`src/rtl/display_controller.sv`:
```
`timescale 1ns/1ps
// display_controller: shares the 8-digit display between four 32-bit sources
// and delivers hex digits or sequentially converted BCD digits to the driver.
module display_controller #(
  parameter int unsigned HOLD_CYCLES    = 50000000,
  parameter int unsigned REFRESH_CYCLES = 1000000
) (
  input  logic         clk,
  input  logic         rst,
  input  logic [127:0] src_data,
  input  logic [3:0]   src_valid,
  input  logic         mode_auto,
  input  logic [1:0]   manual_sel,
  input  logic         dec_en,
  output logic [31:0]  disp_data,
  output logic [1:0]   disp_src,
  output logic         disp_dec,
  output logic         ovf,
  output logic         busy,
  output logic         update
);

  localparam int unsigned DW = $clog2(HOLD_CYCLES + 1);
  localparam int unsigned RW = $clog2(REFRESH_CYCLES + 1);
  localparam logic [DW-1:0] DWELL_LAST   = DW'(HOLD_CYCLES - 1);
  localparam logic [RW-1:0] REFRESH_LAST = RW'(REFRESH_CYCLES - 1);

  typedef enum logic [1:0] {
    S_IDLE    = 2'd0,
    S_CAPTURE = 2'd1,
    S_CONVERT = 2'd2,
    S_COMMIT  = 2'd3
  } state_t;

  state_t      state_q, state_d;
  logic [1:0]  sel_q, sel_d;
  logic        mode_q, dec_prev_q;
  logic [DW-1:0] dwell_q, dwell_d;
  logic [RW-1:0] refresh_q, refresh_d;
  logic        pending_q, pending_d;
  logic [31:0] value_q, value_d;
  logic [1:0]  cap_src_q, cap_src_d;
  logic        cap_dec_q, cap_dec_d;
  logic [39:0] acc_q, acc_d, acc_adj_s;
  logic [4:0]  step_q, step_d;
  logic [31:0] disp_data_q, disp_data_d;
  logic [1:0]  disp_src_q, disp_src_d;
  logic        disp_dec_q, disp_dec_d;
  logic        ovf_q, ovf_d;
  logic        busy_q, busy_d;
  logic        update_q, update_d;
  logic        dwell_exp_s, refresh_exp_s, event_s;

  // Round-robin search order sel+1, sel+2, sel+3, sel; holds when nothing is valid.
  function automatic logic [1:0] next_valid(input logic [1:0] cur, input logic [3:0] valid);
    logic [1:0] res;
    logic [1:0] cand;
    res = cur;
    for (int k = 3; k >= 1; k--) begin
      cand = cur + 2'(k);
      res  = valid[cand] ? cand : res;
    end
    return res;
  endfunction

  function automatic logic [39:0] bcd_adjust(input logic [39:0] acc);
    logic [39:0] res;
    res = acc;
    for (int i = 0; i < 10; i++) begin
      if (acc[4*i +: 4] >= 4'd5) res[4*i +: 4] = acc[4*i +: 4] + 4'd3;
      else                       res[4*i +: 4] = acc[4*i +: 4];
    end
    return res;
  endfunction

  // FSM state register
  always_ff @(posedge clk) begin
    if (rst) state_q <= S_IDLE;
    else     state_q <= state_d;
  end

  // FSM next-state logic
  always_comb begin
    state_d = state_q;
    case (state_q)
      S_IDLE: begin
        if (pending_q) state_d = S_CAPTURE;
        else           state_d = S_IDLE;
      end
      S_CAPTURE: begin
        if (dec_en) state_d = S_CONVERT;
        else        state_d = S_COMMIT;
      end
      S_CONVERT: begin
        if (step_q == 5'd31) state_d = S_COMMIT;
        else                 state_d = S_CONVERT;
      end
      S_COMMIT: state_d = S_IDLE;
      default:  state_d = S_IDLE;
    endcase
  end

  // FSM outputs, registered so the driver sees a clean image only at commit
  always_comb begin
    busy_d      = (state_d == S_CAPTURE) || (state_d == S_CONVERT);
    update_d    = 1'b0;
    disp_data_d = disp_data_q;
    disp_src_d  = disp_src_q;
    disp_dec_d  = disp_dec_q;
    ovf_d       = ovf_q;
    if (state_q == S_COMMIT) begin
      update_d   = 1'b1;
      disp_src_d = cap_src_q;
      disp_dec_d = cap_dec_q;
      if (cap_dec_q) begin
        disp_data_d = acc_q[31:0];
        ovf_d       = (acc_q[39:32] != 8'd0);
      end else begin
        disp_data_d = value_q;
        ovf_d       = 1'b0;
      end
    end else begin
      update_d = 1'b0;
    end
  end

  // Selection, dwell/refresh timers, pending flag and conversion datapath
  always_comb begin
    dwell_exp_s   = mode_auto && (dwell_q == DWELL_LAST);
    refresh_exp_s = (refresh_q == REFRESH_LAST);
    if (!mode_auto || (mode_auto != mode_q) || dwell_exp_s) dwell_d = '0;
    else                                                    dwell_d = dwell_q + DW'(1);
    if (refresh_exp_s) refresh_d = '0;
    else               refresh_d = refresh_q + RW'(1);
    if (!mode_auto)       sel_d = manual_sel;
    else if (dwell_exp_s) sel_d = next_valid(sel_q, src_valid);
    else                  sel_d = sel_q;
    event_s = (sel_d != sel_q) || (dec_en != dec_prev_q) || refresh_exp_s;
    // Anything coinciding with entry to CAPTURE is already seen by the capture itself.
    if (state_q == S_IDLE && pending_q) pending_d = 1'b0;
    else if (event_s)                   pending_d = 1'b1;
    else                                pending_d = pending_q;

    acc_adj_s = bcd_adjust(acc_q);
    value_d   = value_q;
    cap_src_d = cap_src_q;
    cap_dec_d = cap_dec_q;
    acc_d     = acc_q;
    step_d    = step_q;
    case (state_q)
      S_CAPTURE: begin
        value_d   = src_data[{sel_q, 5'd0} +: 32];
        cap_src_d = sel_q;
        cap_dec_d = dec_en;
        acc_d     = 40'd0;
        step_d    = 5'd0;
      end
      S_CONVERT: begin
        acc_d  = {acc_adj_s[38:0], value_q[5'd31 - step_q]};
        step_d = step_q + 5'd1;
      end
      default: begin
        acc_d  = acc_q;
        step_d = step_q;
      end
    endcase
  end

  // Datapath and output registers
  always_ff @(posedge clk) begin
    if (rst) begin
      sel_q       <= 2'd0;
      mode_q      <= 1'b0;
      dec_prev_q  <= 1'b0;
      dwell_q     <= '0;
      refresh_q   <= '0;
      pending_q   <= 1'b1;
      value_q     <= 32'd0;
      cap_src_q   <= 2'd0;
      cap_dec_q   <= 1'b0;
      acc_q       <= 40'd0;
      step_q      <= 5'd0;
      disp_data_q <= 32'd0;
      disp_src_q  <= 2'd0;
      disp_dec_q  <= 1'b0;
      ovf_q       <= 1'b0;
      busy_q      <= 1'b0;
      update_q    <= 1'b0;
    end else begin
      sel_q       <= sel_d;
      mode_q      <= mode_auto;
      dec_prev_q  <= dec_en;
      dwell_q     <= dwell_d;
      refresh_q   <= refresh_d;
      pending_q   <= pending_d;
      value_q     <= value_d;
      cap_src_q   <= cap_src_d;
      cap_dec_q   <= cap_dec_d;
      acc_q       <= acc_d;
      step_q      <= step_d;
      disp_data_q <= disp_data_d;
      disp_src_q  <= disp_src_d;
      disp_dec_q  <= disp_dec_d;
      ovf_q       <= ovf_d;
      busy_q      <= busy_d;
      update_q    <= update_d;
    end
  end

  assign disp_data = disp_data_q;
  assign disp_src  = disp_src_q;
  assign disp_dec  = disp_dec_q;
  assign ovf       = ovf_q;
  assign busy      = busy_q;
  assign update    = update_q;

endmodule

```
`config.mk`:
```
export PLATFORM = sky130hd
export DESIGN_NAME = display_controller
export DESIGN_NICKNAME = d
export VERILOG_FILES = /design/src/rtl/display_controller.sv
export SDC_FILE = /design/constraint.sdc
export NUM_CORES = 1
export LEC_CHECK = 0
export BUFFER_PORTS_ARGS = -buffer_cell sky130_fd_sc_hd__buf_2
export CAP_MARGIN = 15
export CORE_MARGIN = 2
export CORE_UTILIZATION = 55
export CTS_CLUSTER_SIZE = 10
export DETAILED_ROUTE_END_ITERATION = 10
export GPL_TIMING_DRIVEN = 0
export HOLD_SLACK_MARGIN = 0.08
export PLACE_DENSITY = 0.76
export SYNTH_ARGS = -nofsm -noshare
export SYNTH_HDL_FRONTEND = slang
export SYNTH_SLANG_ARGS = --single-unit
```
`constraint.sdc`:
```
create_clock -name clk -period 4.91 [get_ports clk]
set_input_delay 0.7365 -clock clk [delete_from_list [all_inputs] [get_ports clk]]
set_output_delay 0.7365 -clock clk [all_outputs]
set_load 0.05 [all_outputs]
```
==> impl_metrics.xml, run 1 <==
<?xml version="1.0" encoding="UTF-8"?>
<metrics>
  <group name="run_status">
    <metric name="run_status" unit="">finished, final reports clean</metric>
  </group>
  <group name="global_routing">
    <metric name="grt_antenna_before_repair" unit="">0</metric>
    <metric name="via_count_of_the_first_global_routing_pass" unit="">7271</metric>
    <metric name="grt_overflow_total" unit="">0</metric>
    <metric name="grt_use_total" unit="">0.2718</metric>
    <metric name="maximum_number_of_pins_on_one_net_before_global_route_repair" unit="">17</metric>
    <metric name="wire_length_of_the_first_global_routing_pass" unit="mm">35.98</metric>
  </group>
  <group name="yosys">
    <metric name="yosys_most_used_dff" unit="">sky130_fd_sc_hd__dfxtp_1</metric>
    <metric name="netlist_area" unit="sq um">8766</metric>
    <metric name="synthDominantAreaCellType" unit="">sky130_fd_sc_hd__dfxtp_1</metric>
    <metric name="number_of_library_cell_types_mapped_by_synthesis" unit="">44</metric>
    <metric name="synth-edff-count" unit="">0</metric>
    <metric name="syn_avg_cell_area" unit="sq um">9.622</metric>
    <metric name="postSynthRegisterBits" unit="">171</metric>
    <metric name="proportion_of_synthesized_chip_area_in_sequential_cells" unit="">0.3905</metric>
    <metric name="postSynthCellCount" unit="">911</metric>
    <metric name="ys_async_sr_fraction" unit="">0</metric>
    <metric name="synth-warning-count" unit="">0</metric>
    <metric name="synth.top_cell.area_share" unit="">0.3905</metric>
    <metric name="yosys-top-cells-area" unit="">sky130_fd_sc_hd__dfxtp_1 (39%), sky130_fd_sc_hd__mux4_2 (10%), sky130_fd_sc_hd__mux2i_1 (8.2%)</metric>
    <metric name="mappedNetlistNets" unit="">1079</metric>
  </group>
  <group name="cts">
    <metric name="cts_resized" unit="">0</metric>
    <metric name="htree_num_levels" unit="">4</metric>
    <metric name="cts_tree" unit="">yes</metric>
    <metric name="bufs_on_longest_clock_path" unit="">2</metric>
    <metric name="clock_latency_on_the_worst_skew_pair" unit="ps">430</metric>
    <metric name="cts-buffers-inserted" unit="">17</metric>
    <metric name="hold_buffers" unit="">0</metric>
    <metric name="clk_transition_reported_paths" unit="ps">60</metric>
    <metric name="cts_root_buf" unit="">sky130_fd_sc_hd__clkbuf_16</metric>
    <metric name="clock-sinks" unit="">171</metric>
    <metric name="cts_setup_buffers" unit="">0</metric>
  </group>
  <group name="layout">
    <metric name="layout-drive-gt1-share" unit="">0.2285</metric>
    <metric name="final_net_count" unit="">1273</metric>
    <metric name="final_cells" unit="">1332</metric>
    <metric name="synthToLayoutAreaGrowth" unit="%">19.14</metric>
    <metric name="finalCoreUtilization" unit="">0.6647</metric>
    <metric name="number_of_diodes_added_for_antenna_fixing" unit="">0</metric>
  </group>
  <group name="setup_path">
    <metric name="crit_required" unit="ps">5220</metric>
    <metric name="crit_type" unit="">flop to flop</metric>
    <metric name="critical_path.startpoint_type" unit="">flop</metric>
    <metric name="critical_path_peak_fanout" unit="">10</metric>
    <metric name="data_arrival_time_at_the_worst_slack_endpoint" unit="ps">2940</metric>
    <metric name="worstSetupEndpointType" unit="">flop</metric>
  </group>
  <group name="placed_design">
    <metric name="place_worst_setup_slack" unit="ps">2278</metric>
    <metric name="globalplace.congestion" unit="">0.8470</metric>
    <metric name="placement.io_buffers" unit="">175</metric>
    <metric name="dp_hpwl" unit="mm">16.21</metric>
    <metric name="dp_cells" unit="">1302</metric>
  </group>
  <group name="timing">
    <metric name="final_critical_path_setup_slack" unit="ps">2278</metric>
    <metric name="fmax" unit="GHz">0.3800</metric>
    <metric name="setup_viol_count_final" unit="">0</metric>
    <metric name="clock-skew-final" unit="ps">8.765</metric>
    <metric name="report.final.slew_viol_count" unit="">0</metric>
    <metric name="max_slew_headroom_at_the_worst_pin" unit="">0.4013</metric>
    <metric name="worst_pin_slew" unit="ps">898.1</metric>
    <metric name="final_period_minus_worst_setup_slack" unit="ps">2632</metric>
    <metric name="grt_setup_unrepaired" unit="">no</metric>
    <metric name="hold_violations" unit="">0</metric>
    <metric name="min_period_over_period" unit="">0.5360</metric>
    <metric name="fin_setup_tns" unit="ps">0</metric>
  </group>
  <group name="power_and_ir_drop">
    <metric name="power.density" unit="nW/um^2">396.6</metric>
    <metric name="worst_ir_drop_vdd" unit="mV">0.3493</metric>
    <metric name="power" unit="mW">4.142</metric>
    <metric name="leakagePower" unit="nW">3.862</metric>
  </group>
  <group name="detailed_routing">
    <metric name="initialDrtViolationCount" unit="">582</metric>
    <metric name="post_drt_via_cell_ratio" unit="">5.646</metric>
    <metric name="routed-via-count" unit="">7520</metric>
    <metric name="firstDrtPassIters" unit="">5</metric>
    <metric name="ant_nets" unit="">0</metric>
    <metric name="wirelength" unit="mm">22.03</metric>
    <metric name="drc" unit="">0</metric>
    <metric name="routed_length_per_instance" unit="microns">16.54</metric>
  </group>
  <group name="die">
    <metric name="die_w" unit="microns">130.2</metric>
    <metric name="fp.coreArea" unit="sq um">15710</metric>
    <metric name="io_pins" unit="">176</metric>
    <metric name="fp-row-count" unit="">46</metric>
    <metric name="dieHeight" unit="microns">130.2</metric>
    <metric name="initial_utilization" unit="">0.5579</metric>
    <metric name="die_area" unit="sq um">16960</metric>
  </group>
  <group name="flow_run">
    <metric name="cap_viol_max_count" unit="">0</metric>
  </group>
  <group name="hold_path">
    <metric name="min-delay-path-class" unit="">flop to flop</metric>
  </group>
</metrics>
## synth_stat cells, drive strengths merged, types with 19 or more instances
| cell type | number |
|---|---|
| a21oi | 26 |
| xnor2 | 36 |
| nand3 | 19 |
| dfxtp | 171 |
| clkbuf | 43 |
| nor2 | 169 |
| ha | 30 |
| a211oi | 32 |
| xor2 | 29 |
| mux4 | 40 |
| inv | 31 |
| mux2i | 72 |
| nand2 | 22 |
| nor3 | 19 |
## worst paths after layout
check	startpoint	cells after the start	slack [ps]	end
setup / recovery	dwell_q[16]$_SDFF_PP0_	7	2280	dwell_q[4]$_SDFF_PP0_
hold / removal	dwell_q[0]$_SDFF_PP0_	1	450	dwell_q[0]$_SDFF_PP0_
hold reg to reg	dwell_q[0]$_SDFF_PP0_	1	450	dwell_q[0]$_SDFF_PP0_
setup reg to reg	dwell_q[16]$_SDFF_PP0_	7	2280	dwell_q[4]$_SDFF_PP0_
## cell families (layout without fill, tap and decap cells)
logic type,after synthesis,in the layout,share of synthesized area
mux,124,124,0.2004
xor+xnor,65,65,0.06494
simple gates,300,300,0.1590
buf+inv,93,298,0.04025
fa+ha+maj,30,30,0.04282
compound gates,128,128,0.1021
flops,171,171,0.3905
## stage by stage
step | hold WS, ps | instance area [sq um]
2_1_floorplan | 426.1 | 8766
3_3_place_gp | 439.7 | 9912
3_5_place_dp | 445.2 | 9912
4_1_cts | 458.7 | 10440
5_1_grt | 502.1 | 10440
6_report | 453.7 | 10440
## placed cells by master (no fill, tap or decap), drive strengths merged, types with 15 or more instances in the layout
cell and count:
mux2i 72, xor2 29, inv 31, a211oi 32
nand2 22, dfxtp 171, mux4 40, buf 193
o21ai 15, ha 30, clkbuf 71, xnor2 36
a21oi 26, nand3 19, nor2 169, nor3 19
nand2b 15
## flip-flops by register name (all words and copies together) (netlist names)
name,count
state_q,2
step_q,5
dec_prev_q,1
disp_src,2
dwell_q,26
update,1
sel_q,2
cap_dec_q,1
acc_q,40
busy,1
pending_q,1
disp_data,32
mode_q,1
ovf,1
value_q,32
cap_src_q,2
refresh_q,20
disp_dec,1
## where the power goes
group | switching, mW | total, mW | internal [mW] | leakage (nW)
logic | 0.816 | 1.27 | 0.455 | 2.22
clock network | 0.515 | 1.25 | 0.733 | 0.259
registers | 0.0983 | 1.62 | 1.53 | 1.39
total | 1.43 | 4.14 | 2.71 | 3.86
## metal layers
metal,track usage,vias to the layer above,part of all wire
met2,0.4573,222,0.48
met4,0.07906,0,0.018
met3,0.04141,38,0.049
met1,0.3646,3619,0.45
li1,-,3641,-
met5,0,-,0
## worst max-delay path: stages (launching register included)
cell,delay [ps]
sky130_fd_sc_hd__dfxtp_1,350
sky130_fd_sc_hd__or4b_1,500
sky130_fd_sc_hd__or4_1,520
sky130_fd_sc_hd__or3_1,370
sky130_fd_sc_hd__buf_2,150
sky130_fd_sc_hd__nand3_1,260
sky130_fd_sc_hd__buf_2,300
sky130_fd_sc_hd__nor2_1,80
## final cells by class
class / instances / area [sq um]
flip-flops and latches: 171 / 3423
repair buffers: 175 / 875.8
multi-input cells: 647 / 4990
clock buffers: 28 / 496.7
inverters: 32 / 120.1
fillers: 1286 / 5269
plain buffers: 61 / 232.7
well taps: 216 / 270.3
clock inverters: 2 / 35.03
No activity file was read; power rests on OpenSTA's default activity.
==> inputs of run 2 (changes only) <==
==> constraint.sdc (replaced) <==
create_clock -name clk -period 2.5 [get_ports clk]
set_input_delay 0.375 -clock clk [delete_from_list [all_inputs] [get_ports clk]]
set_output_delay 0.375 -clock clk [all_outputs]
set_load 0.05 [all_outputs]
==> impl_metrics.xml, run 2 (synthesis gave the netlist of run 1 again) <==
<?xml version="1.0" encoding="UTF-8"?>
<metrics>
  <group name="timing">
    <metric name="fmax" unit="GHz">0.4134</metric>
    <metric name="final_period_minus_worst_setup_slack" unit="ps">2419</metric>
    <metric name="worst_pin_slew" unit="ps">863.4</metric>
    <metric name="setup_viol_count_final" unit="">0</metric>
    <metric name="final_critical_path_setup_slack" unit="ps">81.07</metric>
    <metric name="clock-skew-final" unit="ps">7.898</metric>
    <metric name="min_period_over_period" unit="">0.9676</metric>
    <metric name="grt_setup_unrepaired" unit="">no</metric>
    <metric name="max_slew_headroom_at_the_worst_pin" unit="">0.4244</metric>
    <metric name="fin_setup_tns" unit="ps">0</metric>
    <metric name="hold_violations" unit="">0</metric>
    <metric name="report.final.slew_viol_count" unit="">0</metric>
  </group>
  <group name="detailed_routing">
    <metric name="wirelength" unit="mm">22.09</metric>
    <metric name="drc" unit="">0</metric>
    <metric name="ant_nets" unit="">0</metric>
    <metric name="routed-via-count" unit="">7462</metric>
    <metric name="initialDrtViolationCount" unit="">593</metric>
    <metric name="routed_length_per_instance" unit="microns">16.59</metric>
    <metric name="post_drt_via_cell_ratio" unit="">5.606</metric>
    <metric name="firstDrtPassIters" unit="">5</metric>
  </group>
  <group name="placed_design">
    <metric name="placed_cell_area" unit="sq um">9912</metric>
    <metric name="placement.io_buffers" unit="">175</metric>
    <metric name="dp_cells" unit="">1302</metric>
    <metric name="globalplace.congestion" unit="">0.8470</metric>
    <metric name="place_worst_setup_slack" unit="ps">-130.6</metric>
    <metric name="dp_hpwl" unit="mm">16.21</metric>
  </group>
  <group name="run_status">
    <metric name="run_status" unit="">finished, final reports clean</metric>
  </group>
  <group name="power_and_ir_drop">
    <metric name="leakagePower" unit="nW">3.889</metric>
    <metric name="internal_power" unit="mW">5.332</metric>
    <metric name="power" unit="mW">8.130</metric>
    <metric name="combinationalPowerShare" unit="">0.307</metric>
    <metric name="clock_power_share" unit="">0.300</metric>
    <metric name="share_seq_of_total_power" unit="">0.392</metric>
    <metric name="p_sw_frac" unit="">0.3442</metric>
    <metric name="power.density" unit="nW/um^2">776.1</metric>
    <metric name="power_switching" unit="mW">2.799</metric>
    <metric name="worst_ir_drop_vdd" unit="mV">0.6729</metric>
  </group>
  <group name="global_routing">
    <metric name="maximum_number_of_pins_on_one_net_before_global_route_repair" unit="">17</metric>
    <metric name="wire_length_of_the_first_global_routing_pass" unit="mm">35.95</metric>
    <metric name="via_count_of_the_first_global_routing_pass" unit="">7269</metric>
    <metric name="grt_antenna_before_repair" unit="">0</metric>
    <metric name="grt_overflow_total" unit="">0</metric>
    <metric name="grt_use_total" unit="">0.2716</metric>
  </group>
  <group name="setup_path">
    <metric name="crit_required" unit="ps">2830</metric>
    <metric name="data_arrival_time_at_the_worst_slack_endpoint" unit="ps">2750</metric>
    <metric name="crit_type" unit="">flop to flop</metric>
    <metric name="worstSetupEndpointType" unit="">flop</metric>
    <metric name="critical_path_peak_fanout" unit="">6</metric>
    <metric name="critical_path.startpoint_type" unit="">flop</metric>
  </group>
  <group name="cts">
    <metric name="cts_tree" unit="">yes</metric>
    <metric name="hold_buffers" unit="">0</metric>
    <metric name="cts_root_buf" unit="">sky130_fd_sc_hd__clkbuf_16</metric>
    <metric name="cts-buffers-inserted" unit="">17</metric>
    <metric name="htree_num_levels" unit="">4</metric>
    <metric name="clk_transition_reported_paths" unit="ps">60</metric>
    <metric name="bufs_on_longest_clock_path" unit="">2</metric>
    <metric name="clock-sinks" unit="">171</metric>
    <metric name="cts_setup_buffers" unit="">0</metric>
    <metric name="clock_latency_on_the_worst_skew_pair" unit="ps">430</metric>
  </group>
  <group name="flow_run">
    <metric name="cap_viol_max_count" unit="">0</metric>
  </group>
  <group name="layout">
    <metric name="multi_input_area" unit="sq um">5006</metric>
    <metric name="synthToLayoutAreaGrowth" unit="%">19.51</metric>
    <metric name="final_cells" unit="">1331</metric>
    <metric name="number_of_diodes_added_for_antenna_fixing" unit="">0</metric>
    <metric name="final_common_cell" unit="">sky130_fd_sc_hd__buf_2</metric>
    <metric name="most-common-layout-cells" unit="">sky130_fd_sc_hd__buf_2 (176), sky130_fd_sc_hd__nor2_1 (169), sky130_fd_sc_hd__dfxtp_1 (169)</metric>
    <metric name="final_net_count" unit="">1272</metric>
    <metric name="fin_area" unit="sq um">10480</metric>
    <metric name="layout-drive-gt1-share" unit="">0.2377</metric>
    <metric name="largest_reg_flops" unit="">40</metric>
    <metric name="register_containing_the_most_flip_flops_in_the_final_layout" unit="">acc_q</metric>
    <metric name="sequential_cell_area" unit="sq um">3428</metric>
    <metric name="fill_cells" unit="">1288</metric>
  </group>
  <group name="die">
    <metric name="fp.coreArea" unit="sq um">15710</metric>
    <metric name="dieHeight" unit="microns">130.2</metric>
    <metric name="die_w" unit="microns">130.2</metric>
    <metric name="fp-row-count" unit="">46</metric>
    <metric name="initial_utilization" unit="">0.5579</metric>
    <metric name="die_area" unit="sq um">16960</metric>
    <metric name="io_pins" unit="">176</metric>
  </group>
  <group name="hold_path">
    <metric name="min-delay-path-class" unit="">input pin to flop</metric>
  </group>
</metrics>
## run 2: changes by cell type in the layout (fill, tap and decap cells not counted), sizes merged
| cell | change |
|---|---|
| clkdlybuf4s15 | +1 |
| clkbuf | +2 |
| buf | -4 |
## run 2: area by class of cell
class / instances / share of cell area
Buffer: 60 / 0.02329
Multi-Input combinational cell: 647 / 0.4778
Tap cell: 216 / 0.02580
Clock inverter: 2 / 0.003344
Inverter: 32 / 0.01147
Clock buffer: 28 / 0.04741
Timing Repair Buffer: 175 / 0.08360
Sequential cell: 171 / 0.3272
## run 2: power by group through the flow
stage               clock network (mW)  registers, mW  logic [mW]
global placement                     0           3.23        2.44
global route                      2.56           3.22        2.71
detailed placement                   0           3.24        2.49
finish                            2.44           3.19        2.50
CTS                               2.46           3.18        2.49
floorplan                            0           3.52        1.46
## run 2: worst max-delay path, cell delays in order (launching register included)
cell and delay [ps]:
sky130_fd_sc_hd__dfxtp_4 360, sky130_fd_sc_hd__or4b_1 480, sky130_fd_sc_hd__or4_1 520, sky130_fd_sc_hd__or3_4 370, sky130_fd_sc_hd__or3_1 350, sky130_fd_sc_hd__a311oi_1 240
## run 2: worst paths after layout
check / from / endpoint / slack, ps / cells past startpoint
worst max-delay path: dwell_q[16]$_SDFF_PP0_ / sel_q[0]$_SDFF_PP0_ / 80 / 5
worst min-delay path: rst / mode_q$_SDFF_PP0_ / 160 / 2
worst max register to register: dwell_q[16]$_SDFF_PP0_ / sel_q[0]$_SDFF_PP0_ / 80 / 5
worst min register to register: dwell_q[0]$_SDFF_PP0_ / dwell_q[0]$_SDFF_PP0_ / 450 / 1
## run 2: what timing repair did
action                                  in CTS  in global routing
gates resized for setup                      7                 13
pin swaps                                    1                  1
endpoints found under the setup margin      23                 49
## run 2: per-layer routing
| metal | up-vias | global-route usage | wire, microns |
|---|---|---|---|
| met5 | - | 0 | 0 |
| met4 | 0 | 0.07843 | 274 |
| met3 | 25 | 0.04141 | 1199 |
| met2 | 231 | 0.4570 | 10750 |
| met1 | 3566 | 0.3646 | 9866 |
| li1 | 3640 | - | - |
## run 2: through the flow
step / util / hold WS (ps)
after global placement: 0.6308 / 439.7
final: 0.6667 / 163.5
after detailed placement: 0.6308 / 445.2
after floorplan: - / 426.1
after CTS: 0.6656 / 153.0
after global routing: 0.6667 / 156.7
==> inputs of run 3 (changes only) <==
--- a/config.mk
+++ b/config.mk
@@ -9,6 +9,7 @@
 export CAP_MARGIN = 15
 export CORE_MARGIN = 2
 export CORE_UTILIZATION = 55
+export CTS_BUF_LIST = sky130_fd_sc_hd__clkbuf_16
 export CTS_CLUSTER_SIZE = 10
 export DETAILED_ROUTE_END_ITERATION = 10
 export GPL_TIMING_DRIVEN = 0
==> impl_metrics.xml, run 3 (synthesis gave the netlist of run 1 again) <==
<?xml version="1.0" encoding="UTF-8"?>
<metrics>
  <group name="global_routing">
    <metric name="grt_overflow_total" unit="">0</metric>
    <metric name="via_count_of_the_first_global_routing_pass" unit="">7286</metric>
    <metric name="grt_use_total" unit="">0.2715</metric>
    <metric name="wire_length_of_the_first_global_routing_pass" unit="mm">35.93</metric>
    <metric name="grt_antenna_before_repair" unit="">0</metric>
    <metric name="maximum_number_of_pins_on_one_net_before_global_route_repair" unit="">17</metric>
  </group>
  <group name="die">
    <metric name="initial_utilization" unit="">0.5579</metric>
    <metric name="io_pins" unit="">176</metric>
    <metric name="die_area" unit="sq um">16960</metric>
    <metric name="fp.coreArea" unit="sq um">15710</metric>
    <metric name="die_w" unit="microns">130.2</metric>
    <metric name="fp-row-count" unit="">46</metric>
    <metric name="dieHeight" unit="microns">130.2</metric>
  </group>
  <group name="setup_path">
    <metric name="crit_required" unit="ps">2830</metric>
    <metric name="critical_path_peak_fanout" unit="">6</metric>
    <metric name="critical_path.startpoint_type" unit="">flop</metric>
    <metric name="data_arrival_time_at_the_worst_slack_endpoint" unit="ps">2750</metric>
    <metric name="crit_type" unit="">flop to flop</metric>
    <metric name="worstSetupEndpointType" unit="">flop</metric>
  </group>
  <group name="detailed_routing">
    <metric name="routed_length_per_instance" unit="microns">16.67</metric>
    <metric name="firstDrtPassIters" unit="">5</metric>
    <metric name="post_drt_via_cell_ratio" unit="">5.648</metric>
    <metric name="ant_nets" unit="">0</metric>
    <metric name="wirelength" unit="mm">22.19</metric>
    <metric name="initialDrtViolationCount" unit="">573</metric>
    <metric name="routed-via-count" unit="">7518</metric>
    <metric name="drc" unit="">0</metric>
  </group>
  <group name="placed_design">
    <metric name="placed_cell_area" unit="sq um">9912</metric>
    <metric name="dp_hpwl" unit="mm">16.21</metric>
    <metric name="placement.io_buffers" unit="">175</metric>
    <metric name="globalplace.congestion" unit="">0.8470</metric>
  </group>
  <group name="power_and_ir_drop">
    <metric name="internal_power" unit="mW">5.207</metric>
    <metric name="leakagePower" unit="nW">3.907</metric>
    <metric name="combinationalPowerShare" unit="">0.312</metric>
    <metric name="power_switching" unit="mW">2.800</metric>
    <metric name="power.density" unit="nW/um^2">766.4</metric>
    <metric name="clock_power_share" unit="">0.290</metric>
    <metric name="share_seq_of_total_power" unit="">0.398</metric>
    <metric name="power" unit="mW">8.007</metric>
    <metric name="worst_ir_drop_vdd" unit="mV">0.6770</metric>
    <metric name="p_sw_frac" unit="">0.3497</metric>
  </group>
  <group name="cts">
    <metric name="clock_latency_on_the_worst_skew_pair" unit="ps">430</metric>
    <metric name="cts_root_buf" unit="">sky130_fd_sc_hd__clkbuf_16</metric>
    <metric name="clock-sinks" unit="">171</metric>
    <metric name="hold_buffers" unit="">0</metric>
    <metric name="bufs_on_longest_clock_path" unit="">2</metric>
    <metric name="cts_tree" unit="">yes</metric>
    <metric name="htree_num_levels" unit="">4</metric>
    <metric name="clk_transition_reported_paths" unit="ps">60</metric>
    <metric name="cts-buffers-inserted" unit="">17</metric>
  </group>
  <group name="layout">
    <metric name="synthToLayoutAreaGrowth" unit="%">19.18</metric>
    <metric name="largest_reg_flops" unit="">40</metric>
    <metric name="most-common-layout-cells" unit="">sky130_fd_sc_hd__buf_2 (176), sky130_fd_sc_hd__nor2_1 (169), sky130_fd_sc_hd__dfxtp_1 (166)</metric>
    <metric name="number_of_diodes_added_for_antenna_fixing" unit="">0</metric>
    <metric name="register_containing_the_most_flip_flops_in_the_final_layout" unit="">acc_q</metric>
    <metric name="layout-drive-gt1-share" unit="">0.2377</metric>
    <metric name="fill_cells" unit="">1284</metric>
    <metric name="final_common_cell" unit="">sky130_fd_sc_hd__buf_2</metric>
    <metric name="fin_area" unit="sq um">10450</metric>
    <metric name="final_net_count" unit="">1272</metric>
  </group>
  <group name="timing">
    <metric name="clock-skew-final" unit="ps">8.752</metric>
    <metric name="final_period_minus_worst_setup_slack" unit="ps">2414</metric>
    <metric name="fmax" unit="GHz">0.4143</metric>
    <metric name="grt_setup_unrepaired" unit="">no</metric>
    <metric name="fin_hold_ws" unit="ps">160.9</metric>
    <metric name="report.final.slew_viol_count" unit="">0</metric>
    <metric name="fin_setup_tns" unit="ps">0</metric>
    <metric name="min_period_over_period" unit="">0.9655</metric>
    <metric name="worst_pin_slew" unit="ps">839.7</metric>
    <metric name="max_slew_headroom_at_the_worst_pin" unit="">0.4402</metric>
    <metric name="hold_violations" unit="">0</metric>
    <metric name="setup_viol_count_final" unit="">0</metric>
  </group>
  <group name="hold_path">
    <metric name="min-delay-path-class" unit="">input pin to flop</metric>
  </group>
  <group name="run_status">
    <metric name="run_status" unit="">finished, final reports clean</metric>
  </group>
  <group name="flow_run">
    <metric name="cap_viol_max_count" unit="">0</metric>
  </group>
</metrics>
## run 3: through the flow
stage / utilization / instances / worst slack, ps
6_report: 0.6649 / 1331 / 86.28
3_5_place_dp: 0.6308 / 1302 / -130.6
5_1_grt: 0.6649 / 1331 / 5.332
2_1_floorplan: - / 911 / 57.40
3_3_place_gp: 0.6308 / 1302 / -127.6
4_1_cts: 0.6636 / 1331 / 29.68
## run 3: critical path, stage by stage, from the launching register on
cell and delay [ps]:
sky130_fd_sc_hd__dfxtp_2 340, sky130_fd_sc_hd__or4b_1 490, sky130_fd_sc_hd__or4_1 530, sky130_fd_sc_hd__or3_4 370, sky130_fd_sc_hd__or3_1 350, sky130_fd_sc_hd__a311oi_1 240
## run 3: power by group through the flow
| stage | Sequential (mW) | Combinational [mW] | Clock (mW) |
|---|---|---|---|
| 2_1_floorplan | 3.52 | 1.46 | 0 |
| 3_3_place_gp | 3.23 | 2.44 | 0 |
| 3_5_place_dp | 3.24 | 2.49 | 0 |
| 4_1_cts | 3.18 | 2.49 | 2.33 |
| 5_1_grt | 3.22 | 2.71 | 2.43 |
| 6_report | 3.19 | 2.50 | 2.32 |
## run 3: final timing paths
kind / startpoint / endpoint / slack, ps / cells after the start
max: dwell_q[16]$_SDFF_PP0_ / sel_q[0]$_SDFF_PP0_ / 90 / 5
min: rst / mode_q$_SDFF_PP0_ / 160 / 2
max reg2reg: dwell_q[16]$_SDFF_PP0_ / sel_q[0]$_SDFF_PP0_ / 90 / 5
min reg2reg: dwell_q[0]$_SDFF_PP0_ / dwell_q[0]$_SDFF_PP0_ / 450 / 1
## run 3: repair_timing
action / CTS / global route
pin swaps: 1 / 1
gates resized for setup: 7 / 15
buffers inserted: 0 / 0
endpoints found under the setup margin: 23 / 49
## run 3: routing by layer
| metal | global-route usage | vias to the layer above | part of all wire |
|---|---|---|---|
| met2 | 0.4580 | 262 | 0.49 |
| met4 | 0.07843 | 0 | 0.013 |
| li1 | - | 3638 | - |
| met3 | 0.04141 | 34 | 0.055 |
| met5 | 0 | - | 0 |
| met1 | 0.3634 | 3584 | 0.44 |
## run 3: layout make-up
type,count,area [sq um],area share
clock buffer,17,425.4,0.04072
timing repair buffer,175,875.8,0.08383
multi-input combinational,647,5006,0.4792
tap,216,270.3,0.02587
clock inverter,13,76.32,0.007305
buffer,60,244.0,0.02335
inverter,32,120.1,0.01150
sequential,171,3430,0.3283
